`src/rtl/reg_share_arbiter_pkg.sv`:
```
// rtl/reg_share_arbiter_pkg.sv - shared controller encodings for the register-sharing arbiter
package reg_share_arbiter_pkg;

    typedef enum logic {
        UNLOCKED = 1'b0,
        LOCKED   = 1'b1
    } lock_state_t;

endpackage

```
`src/rtl/mod_register.sv`:
```
// rtl/mod_register.sv - generic enabled register with synchronous active-high clear
module mod_register #(
    parameter int WIDTH = 8
) (
    input  logic             clk,
    input  logic             rst,
    input  logic             en,
    input  logic [WIDTH-1:0] d,
    output logic [WIDTH-1:0] q
);

    always_ff @(posedge clk) begin
        if (rst) begin
            q <= '0;
        end else if (en) begin
            q <= d;
        end
    end

endmodule

```
`src/rtl/reg_share_arbiter.sv`:
```
// rtl/reg_share_arbiter.sv - N-way round-robin arbiter with burst lock feeding one holding register
module reg_share_arbiter
    import reg_share_arbiter_pkg::*;
#(
    parameter int N     = 4,
    parameter int WIDTH = 16
) (
    input  logic                 clk,
    input  logic                 rst,
    input  logic [N-1:0]         req_valid,
    input  logic [N-1:0]         req_last,
    input  logic [N*WIDTH-1:0]   req_data,
    output logic [N-1:0]         req_ready,
    output logic                 out_valid,
    output logic [WIDTH-1:0]     out_data,
    output logic [$clog2(N)-1:0] out_src,
    input  logic                 out_ready,
    output logic                 locked
);

    localparam int SW = $clog2(N);

    lock_state_t         state;
    lock_state_t         state_next;
    logic [SW-1:0]       ptr;
    logic [SW-1:0]       gnt;
    logic [SW-1:0]       cand;
    logic                gnt_found;
    logic                gnt_last;
    logic                accept;
    logic                xfer;
    logic [WIDTH-1:0]    sel_data;
    logic [SW+WIDTH-1:0] hold_d;
    logic [SW+WIDTH-1:0] hold_q;

    assign accept = !out_valid || out_ready;
    assign locked = (state == LOCKED);

    // While locked, ptr already holds the burst owner, so no separate lock index is kept.
    always_comb begin
        gnt       = ptr;
        gnt_found = 1'b0;
        cand      = '0;
        if (state == LOCKED) begin
            gnt_found = 1'b1;
        end else begin
            for (int k = 1; k <= N; k++) begin
                cand = SW'((int'(ptr) + k) % N);
                if (!gnt_found && req_valid[cand]) begin
                    gnt_found = 1'b1;
                    gnt       = cand;
                end
            end
        end
    end

    always_comb begin
        req_ready = '0;
        if (!rst && accept && gnt_found) begin
            req_ready[gnt] = 1'b1;
        end
    end

    assign xfer     = |(req_valid & req_ready);
    assign gnt_last = req_last[gnt];

    always_comb begin
        sel_data = '0;
        for (int i = 0; i < N; i++) begin
            if (gnt == SW'(i)) begin
                sel_data = req_data[i*WIDTH +: WIDTH];
            end
        end
    end

    assign hold_d = {gnt, sel_data};

    always_comb begin
        state_next = state;
        case (state)
            UNLOCKED: if (xfer && !gnt_last) state_next = LOCKED;
            LOCKED:   if (xfer && gnt_last)  state_next = UNLOCKED;
            default:  state_next = UNLOCKED;
        endcase
    end

    always_ff @(posedge clk) begin
        if (rst) begin
            state <= UNLOCKED;
            ptr   <= SW'(N - 1);
        end else begin
            state <= state_next;
            if (xfer) begin
                ptr <= gnt;
            end
        end
    end

    always_ff @(posedge clk) begin
        if (rst) begin
            out_valid <= 1'b0;
        end else if (xfer) begin
            out_valid <= 1'b1;
        end else if (out_ready) begin
            out_valid <= 1'b0;
        end
    end

    mod_register #(
        .WIDTH(SW + WIDTH)
    ) u_hold (
        .clk(clk),
        .rst(rst),
        .en (xfer),
        .d  (hold_d),
        .q  (hold_q)
    );

    assign {out_src, out_data} = hold_q;

endmodule

```
`config.mk`:
```
export PLATFORM = sky130hd
export DESIGN_NAME = reg_share_arbiter
export DESIGN_NICKNAME = d
export VERILOG_FILES = /design/src/rtl/reg_share_arbiter_pkg.sv /design/src/rtl/mod_register.sv /design/src/rtl/reg_share_arbiter.sv
export SDC_FILE = /design/constraint.sdc
export NUM_CORES = 1
export LEC_CHECK = 0
export ABC_AREA = 1
export BUFFER_PORTS_ARGS = -buffer_cell sky130_fd_sc_hd__clkbuf_2
export CORE_MARGIN = 1
export CORE_UTILIZATION = 41
export CTS_CLUSTER_DIAMETER = 100
export CTS_CLUSTER_SIZE = 20
export DETAILED_ROUTE_END_ITERATION = 12
export PLACE_DENSITY = 0.81
export SLEW_MARGIN = 10
export SYNTH_ARGS = -nofsm -noshare
export SYNTH_HDL_FRONTEND = slang
export SYNTH_SLANG_ARGS = --single-unit
```
`constraint.sdc`:
```
create_clock -name clk -period 2 [get_ports clk]
set_input_delay 0.4 -clock clk [delete_from_list [all_inputs] [get_ports clk]]
set_output_delay 0.4 -clock clk [all_outputs]
set_load 0.03 [all_outputs]
```
==> impl_metrics.yaml, run 1 <==
die:
  die-area_um2: 4657
  die_h_um: 68.25
  num_rows: 23
  start_util_pct: 43.72
  io_pins: 99
  core-area_um2: 4115
  die_x_um: 68.25
power:
  p_comb_share_pct: 85.4
  sw_frac_of_total_pct: 50.95
  p_clk_share_pct: 5.8
  pwr-share-seq_pct: 8.9
  leakage_uw: 0.001733
  p_switching_uw: 3953
  p_per_area_nw_per_um2: 2386
  ir_drop_uv: 1586
  power.internal_uw: 3806
detailed_routing:
  routed_wl_um: 8117
  drc: 0
  ant_nets: 0
  post_drt_wl_per_cell_um: 16.11
  routed_via_density: 5.440
  drt_iter0_drc: 239
  dr_wl_met3_um: 608
  wl_met2_um: 4009
  dr.pass1.iters: 5
  vias: 2742
  routed.top_layer: "met4"
  wl_met1_um: 2965
cts:
  cts_made_buffers: 3
  cts_tree: "yes"
  clk_pin_slew_worst_paths_ps: 90
  cts_sinks: 22
  cts-htree-levels: 1
  cts_root_buffer: "clkbuf_8"
  worstSkewPairLatency_ps: 280
  clk_path_buf_depth: 2
critical_path:
  cpPeakStageDelay_ps: 400
  path_class: "flop to flop"
  worstSetupEndpointType: "flop"
  worstPathRequired_ps: 2210
  arrival_ps: 2670
  crit_path_start_kind: "flop"
  crit_chain: "buf_6 > nand2_4 > nand2_4 > nand2_4 > nand2_8 > nor2_4 > nand3_2 > nand2_2 > nand2_2 > nand2_4 > buf_6 > nand4_1 > nand2_2 > nor2_8 > buf_12 > buf_12 > nand2_2 > nand2_1 > nor2_1"
  path_max_fanout: 8
  slowest_stage: "dfxtp_4"
synthesis:
  ys_seq_area_share_pct: 24.48
  yosys_warnings: 0
  synth.largest_area_cell: "nand2_1"
  synth_area_leaders: "nand2_1 (29%), dfxtp_1 (24%), nor2_1 (7.9%), nand4_1 (7.0%), inv_1 (5.2%)"
  yosys_most_used_dff: "dfxtp_1"
  async_reset_ff_share_pct: 0
  synth_area_per_cell_um2: 5.785
  yosysTopAreaCellShare_pct: 29.00
  ys_types: 22
  synth_edf_count: 0
  syn-cell-area_um2: 1799
  synth.most_common_cell: "nand2_1"
  synth_cells: 311
  syn_nets: 386
  ys_top_cells_by_count: "nand2_1 (139), nor2_1 (38), inv_1 (25)"
  synth_seq_cells: 22
global_routing:
  grt_pass1_vias: 2455
  globalRouteOverflowTotal: 0
  grt_pass1_wl_um: 11570
  track_usage_pct: 33.88
  grt_max_degree: 21
  antenna_found_initial: 0
layout:
  fillers: 239
  fin_area_um2: 3252
  drive_gt1_share_pct: 52.64
  nets: 530
  area_growth_pct: 80.74
  fin_cells: 504
  diodes: 0
sta:
  drv_slew: 0
  rsz0062_at_grt: "yes"
  max_freq_mhz: 406.4
  tightest_slew_ps: 247.8
  hold_violations: 0
  clock_skew_ps: 2.094
  setup-violations-final: 26
  period_share_pct: 123.0
  relSlewSlack_pct: 83.48
  min_period_ps: 2460
  worst_slack_ps: -460.4
placement:
  place_area_um2: 2618
  io_buffers: 98
  gp_congestion: 0.9387
  dp_cells: 481
  place_hpwl_um: 4371
outcome:
  violations: "setup timing"
  run_status: "complete, but fails checks"
hold_path:
  hold_class: "input pin to flop"
job:
  maxCapViolCount: 0
==> metal layers <==
layer  vias to the layer above  global-route usage [%]
met5                         -                       0
met4                         0                   18.49
met3                        66                   5.333
met2                       191                   59.31
met1                      1223                   38.83
li1                       1262                       -
==> sequential cells by signal, summed over array words and instances (netlist names), named ones only <==
register,flops
ptr,2
out_valid,1
u_hold.q,18
==> final cells by class <==
cell class / instances / area (µm²) / share of cell area [%]
clock buffers: 3 / 41.29 / 1.270
clock inverters: 1 / 30.03 / 0.9234
repair buffers: 150 / 1132 / 34.82
flip-flops and latches: 22 / 447.9 / 13.77
multi-input cells: 250 / 1420 / 43.67
inverters: 28 / 117.6 / 3.617
well taps: 50 / 62.56 / 1.924
==> metrics by stage <==
stage                     hold slack [ps]  worst slack, ps  total power (µW)  TNS [ps]  utilization (%)
after CTS                           328.4           -301.2              7132     -5516            77.14
final                               319.1           -460.4              7759     -9151            79.02
after detailed placement            479.0           -242.9              5226     -5038            63.61
after floorplan                     462.4           -30.71              3601    -97.86                -
after global placement              474.8           -222.9              5182     -4493            63.61
after global routing                333.2           -566.6              8155    -11870            79.02
==> path summary, 6_finish.rpt <==
check	cells after the start	start	slack, ps	to
setup / recovery	19	ptr[0]$_SDFFE_PP1P_	-460	u_hold.q[9]$_SDFFE_PP0P_
setup reg to reg	19	ptr[0]$_SDFFE_PP1P_	-460	u_hold.q[9]$_SDFFE_PP0P_
hold reg to reg	2	u_hold.q[16]$_SDFFE_PP0P_	500	u_hold.q[16]$_SDFFE_PP0P_
hold / removal	2	rst	320	out_valid$_SDFFE_PP0P_
==> worst max-delay path, delay by kind of cell, from the launching register on <==
family	cells	cell delay [ps]
simple gates	15	1460
buf+inv	4	530
flops	1	400
==> power by group through the flow <==
stage          Sequential, µW  Combinational (µW)  Clock, µW
2_1_floorplan             857                2740          0
4_1_cts                   676                6030        428
3_5_place_dp              669                4560          0
6_report                  689                6620        447
3_3_place_gp              668                4510          0
5_1_grt                   708                6980        463
==> timing repair <==
action,in CTS,in global routing
hold buffers,0,0
gates resized for setup,79,28
pin swaps,23,30
buffers inserted,16,1
endpoints found under the setup margin,26,26
gates cloned,4,1
endpoints found under the hold margin,0,0
==> logic make-up (layout without fill, tap and decap cells) <==
group / count (synthesis) / in the layout / share of synthesized area [%]
simple gates: 242 / 242 / 61.96
buf+inv: 39 / 182 / 10.99
flops: 22 / 22 / 24.48
compound gates: 8 / 8 / 2.573
==> cells in the final DEF (no fill, tap or decap), drive strengths merged <==
cell type  instances
nand3b             1
dfxtp             22
nand2            156
clkbuf           101
a21oi              3
buf               52
o21ai              4
nor2              44
nand4             20
nor3               4
nand3             17
bufinv             1
o211ai             1
inv               28
Power figures use the tool's default switching activity.
==> inputs of run 2 (changes only) <==
--- a/config.mk
+++ b/config.mk
@@ -8,11 +8,11 @@
 export ABC_AREA = 1
 export BUFFER_PORTS_ARGS = -buffer_cell sky130_fd_sc_hd__clkbuf_2
 export CORE_MARGIN = 1
-export CORE_UTILIZATION = 41
+export CORE_UTILIZATION = 45
 export CTS_CLUSTER_DIAMETER = 100
 export CTS_CLUSTER_SIZE = 20
 export DETAILED_ROUTE_END_ITERATION = 12
-export PLACE_DENSITY = 0.81
+export PLACE_DENSITY = 0.84
 export SLEW_MARGIN = 10
 export SYNTH_ARGS = -nofsm -noshare
 export SYNTH_HDL_FRONTEND = slang
==> constraint.sdc (replaced) <==
create_clock -name clk -period 2.7 [get_ports clk]
set_input_delay 0.54 -clock clk [delete_from_list [all_inputs] [get_ports clk]]
set_output_delay 0.54 -clock clk [all_outputs]
set_load 0.03 [all_outputs]
==> run 2 against run 1 <==
The flow now finishes without violations. Non-clock buffer count decreased by 48. Register-to-register slack better by 900 ps. Power decreased by 56%. Die area shrank 8.6%. Global-route usage decreased by 9.7 points. Final cell count fell by 9.9%. Sequential power shrank 28%. Clock-buffer cell count unchanged. Worst hold slack gained 160 ps. Combinational power fell by 60%. Critical endpoint is now req_ready[0].
==> impl_metrics.yaml, run 2 (same netlist as run 1, synthesis figures left out) <==
outcome:
  run_status: "complete, no violations"
cts:
  cts_root_buffer: "clkbuf_8"
  cts_sinks: 22
  cts_tree: "yes"
  worstSkewPairLatency_ps: 260
  clk_path_buf_depth: 2
  hold_buffers: 0
  cts-htree-levels: 1
  clk_pin_slew_worst_paths_ps: 80
  cts_made_buffers: 3
sta:
  drv_slew: 0
  min_period_ps: 2554
  hold_violations: 0
  tns_ps: 0
  setup-violations-final: 0
  rsz0062_at_grt: "no"
  relSlewSlack_pct: 73.13
  period_share_pct: 94.59
  tightest_slew_ps: 402.1
  timing.hold.ws_ps: 474.3
  max_freq_mhz: 391.6
  clock_skew_ps: 6.307
die:
  die-area_um2: 4255
  die_h_um: 65.23
  start_util_pct: 48.06
  core-area_um2: 3744
  num_rows: 22
  die_x_um: 65.23
  io_pins: 99
critical_path:
  worstPathRequired_ps: 2160
  worstSetupEndpointType: "output pin"
  crit_path_start_kind: "flop"
  r2r_slack_ps: 440
  startpoint: "ptr[0]$_SDFFE_PP1P_"
  arrival_ps: 2010
  reg2reg_from: "ptr[0]$_SDFFE_PP1P_"
  path_class: "flop to output pin"
  path_max_fanout: 9
power:
  leakage_uw: 0.001355
  p_comb_share_pct: 76.7
  power.internal_uw: 1486
  p_switching_uw: 1953
  p_per_area_nw_per_um2: 1439
  p_clk_share_pct: 8.8
  ir_drop_uv: 631.5
  sw_frac_of_total_pct: 56.79
  pwr-share-seq_pct: 14.5
placement:
  gp_congestion: 0.8358
  place_hpwl_um: 3817
  dp_cells: 450
  io_buffers: 98
hold_path:
  hp-start: "rst"
  hold_class: "input pin to flop"
layout:
  area_growth_pct: 32.75
  layout_commonest_cell: "nand2_1"
  multi_input_area_um2: 1166
  fillers: 367
  regMostFlops: "u_hold.q"
  nets: 482
  drive_gt1_share_pct: 33.99
  largest_reg_flops: 18
  layout_common_cells: "nand2_1 (139), clkbuf_2 (94), nor2_1 (38)"
  diodes: 0
  fin_cells: 454
  top_regs: "u_hold.q x18, ptr x2, out_valid x1"
  ff_latch_area_um2: 445.4
detailed_routing:
  routed_via_density: 4.826
  drt_iter0_drc: 140
  drc: 0
  dr.pass1.iters: 4
  post_drt_wl_per_cell_um: 10.57
  ant_nets: 0
  routed_wl_um: 4801
  vias: 2191
global_routing:
  antenna_found_initial: 0
  track_usage_pct: 24.19
  grt_pass1_wl_um: 8107
  grt_max_degree: 25
  grt_pass1_vias: 1864
  globalRouteOverflowTotal: 0
job:
  maxCapViolCount: 0
## run 2: worst paths after layout
check	end	cells past startpoint
hold / removal	u_hold.q[16]$_SDFFE_PP0P_	2
hold reg to reg	u_hold.q[16]$_SDFFE_PP0P_	2
setup / recovery	req_ready[0]	13
setup reg to reg	flop	16
## run 2: repair_timing
item	4_1_cts	5_1_grt
gates resized for setup	1	10
endpoints found under the setup margin	1	4
setup buffers	0	0
## run 2: routing by layer
metal | part of all wire (%) | global-route usage, % | vias up | wire (µm)
met5 | 0 | 0 | - | 0
met4 | 0.94 | 6.250 | 0 | 45
met3 | 5.6 | 4.514 | 7 | 270
met2 | 50 | 43.30 | 76 | 2424
met1 | 43 | 29.31 | 946 | 2060
li1 | - | - | 1162 | -
## run 2: layout make-up
cell class | count | share of cell area [%]
Inverter | 28 | 4.505
Timing Repair Buffer | 102 | 22.52
Tap cell | 48 | 2.514
Sequential cell | 22 | 18.65
Clock inverter | 1 | 1.257
Clock buffer | 3 | 1.729
Multi-Input combinational cell | 250 | 48.82
## run 2: power by group through the flow
stage          logic, µW  registers [µW]  clock network, µW
6_report            2640             499                303
3_3_place_gp        2590             500                  0
5_1_grt             2980             511                325
4_1_cts             2640             497                308
3_5_place_dp        2630             503                  0
2_1_floorplan       2000             635                  0
## run 2: per-stage QoR
stage / utilization [%] / total power [µW] / worst slack (ps) / area, µm²
global placement: 61.50 / 3085 / 323.6 / 2302
floorplan: - / 2634 / 183.6 / 1799
CTS: 63.44 / 3443 / 18.77 / 2375
global route: 63.80 / 3818 / 4.411 / 2389
detailed placement: 61.50 / 3132 / 259.5 / 2302
finish: 63.80 / 3438 / 146.2 / 2389
## run 2: worst max-delay path, stage by stage (launching register included)
cell	delay [ps]
dfxtp_4	370
buf_4	160
nand2_1	80
nand2_2	80
nand2_2	110
nand2_4	90
inv_2	70
nand3_2	80
nand2_2	80
nand2_1	60
nand2_2	80
nand2_4	100
nor3_1	170
buf_2	220
==> inputs of run 3 (changes only) <==
--- a/config.mk
+++ b/config.mk
@@ -9,6 +9,7 @@
 export BUFFER_PORTS_ARGS = -buffer_cell sky130_fd_sc_hd__clkbuf_2
 export CORE_MARGIN = 1
 export CORE_UTILIZATION = 45
+export CTS_BUF_LIST = sky130_fd_sc_hd__clkbuf_16
 export CTS_CLUSTER_DIAMETER = 100
 export CTS_CLUSTER_SIZE = 20
 export DETAILED_ROUTE_END_ITERATION = 12
==> run 3 against run 2 <==
Non-clock buffer count stayed put. Sequential cell count stayed put. Die area stayed put. Via count is 1.2% higher. Highest routed layer unchanged. Clock-buffer cell count stayed put. Core utilization is 0.84 points higher. Clock skew hardly changed. Worst hold slack better by 4.2 ps.
==> impl_metrics.yaml, run 3 (same netlist as run 1, synthesis figures left out) <==
die:
  die_x_um: 65.23
  die-area_um2: 4255
  io_pins: 99
  core-area_um2: 3744
  die_h_um: 65.23
  start_util_pct: 48.06
  num_rows: 22
critical_path:
  crit_family: "simple AND/OR/NAND/NOR gates"
  cpPeakStageDelay_ps: 400
  worstRegToRegCells: 16
  path_class: "flop to output pin"
  worstPathRequired_ps: 2160
  arrival_ps: 2030
  slowest_stage: "dfxtp_2"
  crit_path_start_kind: "flop"
  path_buf_inv: 2
  worstSetupEndpointType: "output pin"
  r2r_slack_ps: 440
  crit_chain: "buf_4 > nand2_1 > nand2_2 > nand2_2 > nand2_4 > nor2_4 > nand3_1 > nand2_1 > nand2_2 > nand2_4 > nor3_1 > clkbuf_2"
  crit_top_cell: "nand2_2"
  reg2reg_from: "ptr[0]$_SDFFE_PP1P_"
  path_max_fanout: 9
global_routing:
  grt_pass1_wl_um: 8079
  track_usage_pct: 23.89
  grt_max_degree: 25
  antenna_found_initial: 0
  globalRouteOverflowTotal: 0
  grt_pass1_vias: 1885
placement:
  gp_congestion: 0.8358
  place_area_um2: 2302
  io_buffers: 98
  place_hpwl_um: 3817
  dp_cells: 450
layout:
  top_regs: "u_hold.q x18, ptr x2, out_valid x1"
  fin_cells: 454
  layout_commonest_cell: "nand2_1"
  nets: 482
  largest_reg_flops: 18
  area_growth_pct: 34.49
  drive_gt1_share_pct: 33.99
  regMostFlops: "u_hold.q"
  layout_common_cells: "nand2_1 (139), clkbuf_2 (95), nor2_1 (38)"
  diodes: 0
  fin_area_um2: 2420
job:
  maxCapViolCount: 0
cts:
  hold_buffers: 0
  cts_made_buffers: 3
  cts-resized-gates: 0
  clk_pin_slew_worst_paths_ps: 60
  cts_root_buffer: "clkbuf_16"
  cts-htree-levels: 1
  worstSkewPairLatency_ps: 250
  clk_path_buf_depth: 2
  cts_sinks: 22
  cts_setup_buffers: 0
  cts_tree: "yes"
hold_path:
  hold_path_end: "u_hold.q[16]$_SDFFE_PP0P_"
  holdPathStages: 2
  hold_class: "flop to flop"
  hp-start: "u_hold.q[16]$_SDFFE_PP0P_"
sta:
  period_share_pct: 95.25
  max_freq_mhz: 388.8
  tightest_slew_ps: 413.2
  clock_skew_ps: 6.282
  hold_violations: 0
  tns_ps: 0
  relSlewSlack_pct: 72.39
  min_period_ps: 2572
  timing.hold.ws_ps: 478.5
  rsz0062_at_grt: "no"
  drv_slew: 0
  setup-violations-final: 0
power:
  totalPowerFinal_uw: 3542
  leakage_uw: 0.001370
  p_per_area_nw_per_um2: 1464
  ir_drop_uv: 633.1
detailed_routing:
  routed_via_density: 4.885
  dr.pass1.iters: 4
  drt_iter0_drc: 152
  vias: 2218
  ant_nets: 0
  drc: 0
  post_drt_wl_per_cell_um: 10.57
  routed_wl_um: 4800
outcome:
  run_status: "complete, no violations"
## run 3: report_power, final
| part | switching, µW | total [µW] | internal [µW] |
|---|---|---|---|
| Combinational | 1780 | 2640 | 858 |
| Sequential | 70.4 | 499 | 429 |
| Clock | 113 | 407 | 294 |
| Total | 1960 | 3540 | 1580 |
## run 3: worst reg2reg max path: stages, from the launching register on
cell and delay, ps:
dfxtp_2 400, inv_2 120, nand2_1 100, nand2_1 80, nand2_1 60, nand2_1 90, nor2_4 150, nand3_1 120
nand2_1 110, nand2_2 70, nand2_4 140, nand4_1 130, nand2_2 160, nor2_8 50, buf_4 170, o21ai_0 150
nor2_1 50
## run 3: how the worst max path moves through the flow
stage / start / to / slack [ps] / cells after the start
global placement: req_valid[0] / req_ready[2] / 320 / 13
detailed placement: req_valid[0] / req_ready[2] / 260 / 13
CTS: ptr[0]$_SDFFE_PP1P_ / req_ready[2] / 20 / 12
finish: ptr[0]$_SDFFE_PP1P_ / req_ready[0] / 130 / 12
global route: ptr[0]$_SDFFE_PP1P_ / req_ready[1] / 7 / 11
floorplan: req_valid[2] / req_ready[0] / 180 / 11
## run 3: through the flow
step           utilization (%)  setup WS [ps]
6_report                 64.64          128.1
3_3_place_gp             61.50          323.6
3_5_place_dp             61.50          259.5
5_1_grt                  64.64          6.605
4_1_cts                  64.30          18.84
2_1_floorplan                -          183.6
## run 3: area by class of cell
cell class                      count  area [µm²]
Clock buffer                        3       75.07
Clock inverter                      1       30.03
Fill cell                         367        1324
Inverter                           28       107.6
Multi-Input combinational cell    250        1166
Sequential cell                    22       442.9
Tap cell                           48       60.06
Timing Repair Buffer              102       538.0
## run 3: routing by layer
| layer | up-vias | routed length (µm) | share of wire, % | global-route usage [%] |
|---|---|---|---|---|
| li1 | 1164 | - | - | - |
| met1 | 968 | 2075 | 43 | 28.68 |
| met2 | 79 | 2426 | 51 | 43.81 |
| met3 | 7 | 256 | 5.3 | 4.514 |
| met4 | 0 | 42 | 0.88 | 4.620 |
| met5 | - | 0 | 0 | 0 |
